===== src/rtl/pipeline_hazard_ctrl_pkg.sv =====
// Shared core header: pipeline op-width constants plus the hazard-controller state encoding.
package pipeline_hazard_ctrl_pkg;

    localparam int OP_W       = 6;
    localparam int FUNCT_W    = 6;
    localparam int REG_ADDR_W = 5;
    localparam int STATE_W    = 2;

    typedef enum logic [STATE_W-1:0] {
        ST_RUN      = 2'd0,
        ST_MEM_WAIT = 2'd1,
        ST_HALT     = 2'd2,
        ST_BAD      = 2'd3
    } state_e;

    function automatic logic src_match(
        input logic                  use_src,
        input logic [REG_ADDR_W-1:0] src,
        input logic [REG_ADDR_W-1:0] dst
    );
        return use_src & (src == dst);
    endfunction

endpackage


===== src/rtl/pipeline_hazard_ctrl_hazard_detect.sv =====
// Pure combinational load-use detector: an EX load whose non-zero destination feeds an ID source.
module hazard_detect
    import pipeline_hazard_ctrl_pkg::*;
(
    input  logic [REG_ADDR_W-1:0] regfile_req_a_id,
    input  logic [REG_ADDR_W-1:0] regfile_req_b_id,
    input  logic                  use_a_id,
    input  logic                  use_b_id,
    input  logic [REG_ADDR_W-1:0] regfile_req_w_id_ex,
    input  logic                  memtoreg_id_ex,
    output logic                  o_hazard
);

    // r0 is hard-wired zero, so a load targeting it never creates a dependency
    assign o_hazard = memtoreg_id_ex
                    & (regfile_req_w_id_ex != {REG_ADDR_W{1'b0}})
                    & (src_match(use_a_id, regfile_req_a_id, regfile_req_w_id_ex)
                     | src_match(use_b_id, regfile_req_b_id, regfile_req_w_id_ex));

endmodule


===== src/rtl/pipeline_hazard_ctrl.sv =====
// Pipeline hazard controller: Mealy FSM (RUN/MEM_WAIT/HALT) driving stage enables and flushes.
// Optional statistics counters are built only when PIPE_CTRL_STAT_EN is defined.
module pipeline_hazard_ctrl
    import pipeline_hazard_ctrl_pkg::*;
#(
    parameter int STAT_W = 32
) (
    input  logic                  clk,
    input  logic                  rst,
    input  logic [REG_ADDR_W-1:0] regfile_req_a_id,
    input  logic [REG_ADDR_W-1:0] regfile_req_b_id,
    input  logic                  use_a_id,
    input  logic                  use_b_id,
    input  logic [REG_ADDR_W-1:0] regfile_req_w_id_ex,
    input  logic                  memtoreg_id_ex,
    input  logic                  predict_fail,
    input  logic                  syscall_halt,
    input  logic                  resume,
    input  logic                  dm_req,
    input  logic                  dm_ack,
    output logic                  pc_en,
    output logic                  if_id_en,
    output logic                  id_ex_en,
    output logic                  ex_dm_en,
    output logic                  dm_wb_en,
    output logic                  if_id_flush,
    output logic                  id_ex_flush,
    output logic                  dm_wb_flush,
    output logic                  load_use,
    output logic                  halted,
    output logic [STATE_W-1:0]    state,
    output logic [STAT_W-1:0]     stall_cycles,
    output logic [STAT_W-1:0]     flush_count
);

    state_e r_state;
    state_e w_next_state;
    logic   w_hazard;
    logic   w_mem_stall;
    logic   w_flush_evt;

    hazard_detect u_hazard_detect (
        .regfile_req_a_id    (regfile_req_a_id),
        .regfile_req_b_id    (regfile_req_b_id),
        .use_a_id            (use_a_id),
        .use_b_id            (use_b_id),
        .regfile_req_w_id_ex (regfile_req_w_id_ex),
        .memtoreg_id_ex      (memtoreg_id_ex),
        .o_hazard            (w_hazard)
    );

    assign w_mem_stall = dm_req & ~dm_ack;
    assign state       = r_state;

    // State register
    always_ff @(posedge clk or posedge rst) begin
        if (rst) begin
            r_state <= ST_RUN;
        end else begin
            r_state <= w_next_state;
        end
    end

    // Next-state and output decode; everything held at zero while reset is asserted
    always_comb begin
        w_next_state = r_state;
        pc_en        = 1'b0;
        if_id_en     = 1'b0;
        id_ex_en     = 1'b0;
        ex_dm_en     = 1'b0;
        dm_wb_en     = 1'b0;
        if_id_flush  = 1'b0;
        id_ex_flush  = 1'b0;
        dm_wb_flush  = 1'b0;
        load_use     = 1'b0;
        halted       = 1'b0;
        w_flush_evt  = 1'b0;
        if (rst) begin
            w_next_state = ST_RUN;
        end else begin
            case (r_state)
                ST_RUN: begin
                    if (w_mem_stall) begin
                        dm_wb_en     = 1'b1;
                        dm_wb_flush  = 1'b1;
                        w_next_state = ST_MEM_WAIT;
                    end else if (syscall_halt) begin
                        w_next_state = ST_HALT;
                    end else if (predict_fail) begin
                        {pc_en, if_id_en, id_ex_en, ex_dm_en, dm_wb_en} = 5'b11111;
                        if_id_flush = 1'b1;
                        id_ex_flush = 1'b1;
                        w_flush_evt = 1'b1;
                    end else if (w_hazard) begin
                        // Hold PC and IF/ID, push one bubble into EX
                        id_ex_en    = 1'b1;
                        ex_dm_en    = 1'b1;
                        dm_wb_en    = 1'b1;
                        id_ex_flush = 1'b1;
                        load_use    = 1'b1;
                    end else begin
                        {pc_en, if_id_en, id_ex_en, ex_dm_en, dm_wb_en} = 5'b11111;
                    end
                end
                ST_MEM_WAIT: begin
                    if (dm_ack) begin
                        {pc_en, if_id_en, id_ex_en, ex_dm_en, dm_wb_en} = 5'b11111;
                        w_next_state = ST_RUN;
                    end else begin
                        dm_wb_en    = 1'b1;
                        dm_wb_flush = 1'b1;
                    end
                end
                ST_HALT: begin
                    halted = 1'b1;
                    if (resume) begin
                        {pc_en, if_id_en, id_ex_en, ex_dm_en, dm_wb_en} = 5'b11111;
                        w_next_state = ST_RUN;
                    end else begin
                        w_next_state = ST_HALT;
                    end
                end
                ST_BAD: begin
                    w_next_state = ST_RUN;
                end
                default: begin
                    w_next_state = ST_RUN;
                end
            endcase
        end
    end

`ifdef PIPE_CTRL_STAT_EN
    logic [STAT_W-1:0] r_stall_cycles;
    logic [STAT_W-1:0] r_flush_count;

    // Saturating statistics counters
    always_ff @(posedge clk or posedge rst) begin
        if (rst) begin
            r_stall_cycles <= {STAT_W{1'b0}};
            r_flush_count  <= {STAT_W{1'b0}};
        end else begin
            if ((load_use || (r_state == ST_MEM_WAIT)) && (r_stall_cycles != {STAT_W{1'b1}})) begin
                r_stall_cycles <= r_stall_cycles + {{(STAT_W-1){1'b0}}, 1'b1};
            end
            if (w_flush_evt && (r_flush_count != {STAT_W{1'b1}})) begin
                r_flush_count <= r_flush_count + {{(STAT_W-1){1'b0}}, 1'b1};
            end
        end
    end

    assign stall_cycles = r_stall_cycles;
    assign flush_count  = r_flush_count;
`else
    assign stall_cycles = {STAT_W{1'b0}};
    assign flush_count  = {STAT_W{1'b0}};
`endif

endmodule


===== config.mk =====
export PLATFORM = sky130hd
export DESIGN_NAME = pipeline_hazard_ctrl
export DESIGN_NICKNAME = d
export VERILOG_FILES = /design/src/rtl/pipeline_hazard_ctrl_pkg.sv /design/src/rtl/pipeline_hazard_ctrl_hazard_detect.sv /design/src/rtl/pipeline_hazard_ctrl.sv
export SDC_FILE = /design/constraint.sdc
export NUM_CORES = 1
export LEC_CHECK = 0
export ABC_CLOCK_PERIOD_IN_PS = 1450
export BUFFER_PORTS_ARGS = -buffer_cell sky130_fd_sc_hd__buf_4
export CAP_MARGIN = 10
export CELL_PAD_IN_SITES_DETAIL_PLACEMENT = 1
export CELL_PAD_IN_SITES_GLOBAL_PLACEMENT = 2
export CORE_ASPECT_RATIO = 0.75
export CORE_MARGIN = 2
export CORE_UTILIZATION = 14
export CTS_CLUSTER_DIAMETER = 30
export DETAILED_ROUTE_END_ITERATION = 8
export GPL_TIMING_DRIVEN = 0
export HOLD_SLACK_MARGIN = 0.08
export PLACE_DENSITY_LB_ADDON = 0.1
export SLEW_MARGIN = 20
export SYNTH_ARGS = -nofsm -noshare
export SYNTH_HDL_FRONTEND = slang
export SYNTH_SLANG_ARGS = --single-unit

===== constraint.sdc =====
create_clock -name clk -period 1.45 [get_ports clk]
set_input_delay 0.145 -clock clk [delete_from_list [all_inputs] [get_ports clk]]
set_output_delay 0.145 -clock clk [all_outputs]
set_load 0.1 [all_outputs]

Word-level counts from Yosys, hierarchy flattened
Cells that the tools add are included.
{"block": "totals", "latch_bits": 0, "mem_bits_ro": 0, "ff_bits": 2, "memories": 0, "elab_cells": 61, "input_bits": 25, "mem_bits_rw": 0, "out_inout_bits": 76}
{"block": "classes", "muxes": 43, "n_shift": 0, "div_mod_pow": 0, "reduce_logical": 3, "n_bitwise": 7, "eq_ne": 7, "magnitude_cmp": 0, "addsub": 0, "n_mul": 0}
{"cell": "$mux 1", "n": 33}
{"cell": "$eq 5x5->1", "n": 2}
{"cell": "$mux 2", "n": 5}
{"cell": "$pmux 1 s3", "n": 3}
{"cell": "$pmux 2 s4", "n": 1}
{"cell": "$and 1x1->1", "n": 5}
{"cell": "$reduce_bool 5->1", "n": 1}
{"cell": "$eq 2x2->1 const B", "n": 2}
{"cell": "$ne 4x4->1 const B", "n": 1}
{"cell": "$ne 3x3->1 const B", "n": 1}
{"cell": "$eq 2x1->1 const B", "n": 1}
{"cell": "$logic_not 2->1", "n": 1}
{"cell": "$pmux 1 s2", "n": 1}
{"cell": "$reduce_and 2->1", "n": 1}
{"cell": "$not 1->1", "n": 1}
{"cell": "$or 1x1->1", "n": 1}

Depth between registers and ports, before layout
{"block": "logic_depth", "ltp_word": 10, "mapped_depth": 7, "mapped_depth_nobuf": 5}

Hierarchy
From an unflattened synthesis, not the netlist that was laid out.
{"block": "hier_totals", "cells_unflattened": 116, "area_unflattened_um2": 872.1}
{"module": "pipeline_hazard_ctrl", "seq_area_each_um2": 50.0, "area_per_inst_um2": 738.2, "cells_each": 99, "instances": 1}
{"module": "hazard_detect", "seq_area_each_um2": 0.0, "area_per_inst_um2": 133.9, "cells_each": 17, "instances": 1}

Least setup slack after synthesis
Ideal clock, no wire load.
{"block": "synth_timing", "path_kind": "reg2out", "start": "register r_state[0], in the netlist state[0]", "end": "output port dm_wb_flush", "setup_slack_ns": -2.795, "arrival_ns": 4.100, "path_stages_with_launch": 4, "required_ns": 1.305, "path_buffers": 1, "cell_sequence": "dfrtp_1 > clkbuf_8 > nor2_1 > nor4_1"}
{"block": "synth_via", "elab_chain_len": 3, "elab_cells_between_ends": 4, "classes_between": "1 x eq/ne; 2 x mux; 1 x reduce/logical"}
{"item": "start: declaration", "line_no": "pipeline_hazard_ctrl.sv:36", "rtl": "state_e r_state;"}
{"item": "start signal: assignment", "line_no": "pipeline_hazard_ctrl.sv:60", "rtl": "r_state <= w_next_state;"}
{"item": "$eq 2x1->1 / $logic_not 2->1 (equally long branches)", "line_no": "pipeline_hazard_ctrl.sv:81", "rtl": "case (r_state)"}
{"item": "$pmux 1 s2 *", "line_no": "pipeline_hazard_ctrl.sv:81"}
{"item": "$mux 1 *", "line_no": "pipeline_hazard_ctrl.sv:78", "rtl": "if (rst) begin"}
{"item": "end: declaration", "line_no": "pipeline_hazard_ctrl.sv:28", "rtl": "output logic dm_wb_flush,"}
Every way passes the cells marked *; elsewhere a longest branch is shown, timed or not.

Worst setup path in the final report
{"block": "layout_timing", "start": "register r_state[1], in the netlist state[1]", "end": "output port pc_en"}
{"block": "layout_via", "elab_chain_len": 3, "elab_cells_between_ends": 5, "classes_between": "2 x eq/ne; 2 x mux; 1 x reduce/logical"}
{"item": "$eq 2x2->1 (tied with other cells)", "line_no": "pipeline_hazard_ctrl.sv:81"}
{"item": "$pmux 1 s3 *", "line_no": "pipeline_hazard_ctrl.sv:81"}
{"item": "$mux 1 *", "line_no": "pipeline_hazard_ctrl.sv:78"}
{"item": "end: declaration", "line_no": "pipeline_hazard_ctrl.sv:21", "rtl": "output logic pc_en,"}
Marked as above.

==> flow_metrics.tcl <==
set metrics [dict create \
    status "complete, but fails checks" \
    violations "setup timing" \
    cp-start-kind "flop" \
    clkTransAtPathRegs_ps 30 \
    critPathArrivalTime_ps 1810 \
    antenna_found_initial 0 \
    fin_ws_ps -500.3 \
    clk_path_buf_depth 2 \
    cts_tree "done" \
    finalSetupTns_ps -2935 \
    utilization_pct 28.32 \
    yosysSeqAreaShare_pct 5.556 \
    io_pins 101 \
    clk_latency_ps 210 \
    clockRootBuffer "clkbuf_8" \
    ys_ff_latch 2 \
    yosysWarnings 0 \
    fin_cells 303 \
    grt_setup_unrepaired "yes" \
    crit_fanout 3 \
    endpoint_kind "output port" \
    wl_per_cell_um 8.297 \
    grt_pass1_vias 809 \
    power_mw 1.584 \
    die_y_um 73.47 \
    hold_depth 2 \
    drv_slew 0 \
    postSynthCellCount 116 \
    netlist_area_um2 900.9 \
    min_from "dm_ack" \
    ys_types 30 \
    grtUsageTotal_pct 6.277 \
    fp.dieArea_um2 7099 \
    grt_overflow 0 \
    gp_congestion 0.6872 \
    routed_via_density 2.977 \
    drtIter0Drc 3 \
    syn2layout_area_growth_pct 96.67 \
    placed_cells 296 \
    critPathRequiredTime_ps 1310 \
    hp-class "primary input to flop" \
    drc 0 \
    grt_start_max_net_pins 11 \
    cp-startpoint "state[1]" \
    start_util_pct 14.40 \
    p_leak_nw 0.9839 \
    antenna_cells 0 \
    port_buffers 36 \
    vdd_drop_max_uv 291.5 \
    fin_skew_ps 3.222 \
    fmax_mhz 512.7 \
    reg2regPathDepth 4 \
    die_x_um 96.63 \
    cts.sinks 2 \
    detailed_place_hpwl_um 2202 \
    detailedPlace.worstSlack_ps -559.1 \
    wl_um 2514 \
    reg2reg_from "state[1]" \
    maxCapViolations 0 \
    num_rows 25 \
    r2r_slack_ps 220 \
    cellPowerDensity_nw_per_um2 893.8 \
    crit_type "flop to output port" \
    first_pass_iters 2 \
    h-tree-depth 1 \
    fin_crit_sh_pct 134.5 \
    grt_pass1_wl_um 3753 \
    avgSynthCellArea_um2 7.766 \
    largest_register_ffs 2 \
    hold_viol 0 \
    core_area_um2 6256 \
    num_vias 902 \
    fin_crit_ps 1950 \
    setup_viol_count_final 9 \
    drive_gt1_share_pct 59.01 \
    layout.nets 249 \
    cts_buffers 3 \
    ant_nets 0 \
]
==> cells in the mapped netlist <==
library cell / number / area share (%)
mux2_2: 1 / 1.2
nor4_2: 1 / 1.4
a21oi_2: 3 / 2.9
xnor2_1: 2 / 1.9
buf_4: 66 / 55
nand2_1: 3 / 1.2
inv_1: 1 / 0.42
o22a_2: 1 / 1.1
or4_1: 1 / 0.83
o21a_1: 1 / 0.83
o21ai_1: 1 / 0.56
nand3_1: 2 / 1.1
nor2_1: 5 / 2.1
or2b_1: 1 / 0.83
and2_2: 1 / 0.83
nor4_1: 3 / 2.1
a211oi_1: 1 / 0.83
buf_6: 1 / 1.2
a21boi_2: 1 / 1.2
and2_1: 1 / 0.69
nor2_4: 1 / 1.2
dfrtp_1: 2 / 5.6
nand2b_1: 1 / 0.69
or3_4: 1 / 1.2
clkbuf_8: 1 / 1.5
nor3_1: 2 / 1.1
and2b_2: 1 / 0.97
and3b_1: 1 / 0.97
xor2_1: 8 / 7.8
conb_1: 1 / 0.42
==> stage by stage <==
stage	hold WS, ps	area [um2]
after floorplan	-113.8	1186
after global placement	72.06	1558
after detailed placement	84.59	1558
after CTS	111.0	1732
after global routing	125.4	1772
final	117.0	1772
==> worst max-delay path, cell delays in order, from the launching register on <==
cell	delay [ps]
dfrtp_4	470
or3_4	340
a21oi_4	130
a21oi_2	60
nor2_4	80
a21boi_4	220
buf_12	120
buf_12	160
==> cell type report <==
class | count | area, um2
buffer | 66 | 508.0
clock buffer | 3 | 41.29
fill | 781 | 4484
inverter | 1 | 3.754
multi-input combinational | 108 | 626.9
sequential | 2 | 57.56
tap | 81 | 101.3
timing repair buffer | 42 | 432.9
==> placed cells by master, fill, tap and decap left out, types with 2 or more instances in the layout <==
master / Yosys / layout
conb_1: 1 / 64
nor4_1: 3 / 2
nor2_4: 1 / 2
buf_12: 0 / 9
nor2_1: 5 / 4
dfrtp_4: 0 / 2
nor4_2: 1 / 2
xor2_1: 8 / 8
nand2_1: 3 / 2
nand3_1: 2 / 2
and2_4: 0 / 2
clkbuf_8: 1 / 3
a21oi_2: 3 / 2
xnor2_1: 2 / 2
buf_4: 66 / 94
buf_6: 1 / 4
==> timing repair <==
item / in CTS / in global routing
buffers inserted: 4 / 1
setup endpoints to repair: 10 / 10
endpoints found under the hold margin: 2 / 0
pin swaps: 3 / 2
resized for setup: 29 / 6
hold buffers: 1 / 0
==> layer usage <==
metal / routed length (um) / GRT usage, % / up-vias
met1: 886 / 7.037 / 392
li1: - / - / 455
met5: 0 / 0 / -
met3: 247 / 1.142 / 2
met2: 1353 / 11.96 / 53
met4: 27 / 2.504 / 0
==> worst paths after layout <==
kind | endpoint
setup / recovery | pc_en
hold / removal | state[0]
setup reg to reg | state[1]
hold reg to reg | state[1]
max in group asynchronous | state[1]
min in group asynchronous | state[0]
==> power by group <==
group / internal, mW / total (mW) / leakage [nW] / switching, mW
registers: 0.0618 / 0.0686 / 0.0233 / 0.00678
logic: 0.302 / 1.29 / 0.939 / 0.993
clock network: 0.176 / 0.220 / 0.0216 / 0.0446
total: 0.539 / 1.58 / 0.984 / 1.04
==> kinds of logic (layout without fill, tap and decap cells) <==
group                  after synthesis  count (layout)  synth area share, %
multiplexers                         1               1                1.250
AO/OA/AOI/OAI                        8               8                7.501
XOR/XNOR                            10              10                9.723
flip-flops                           2               2                5.556
buffers and inverters               69             112                58.19
other                                1              64               0.4163
AND/OR/NAND/NOR                     25              25                17.36
Power figures use the tool's default switching activity.
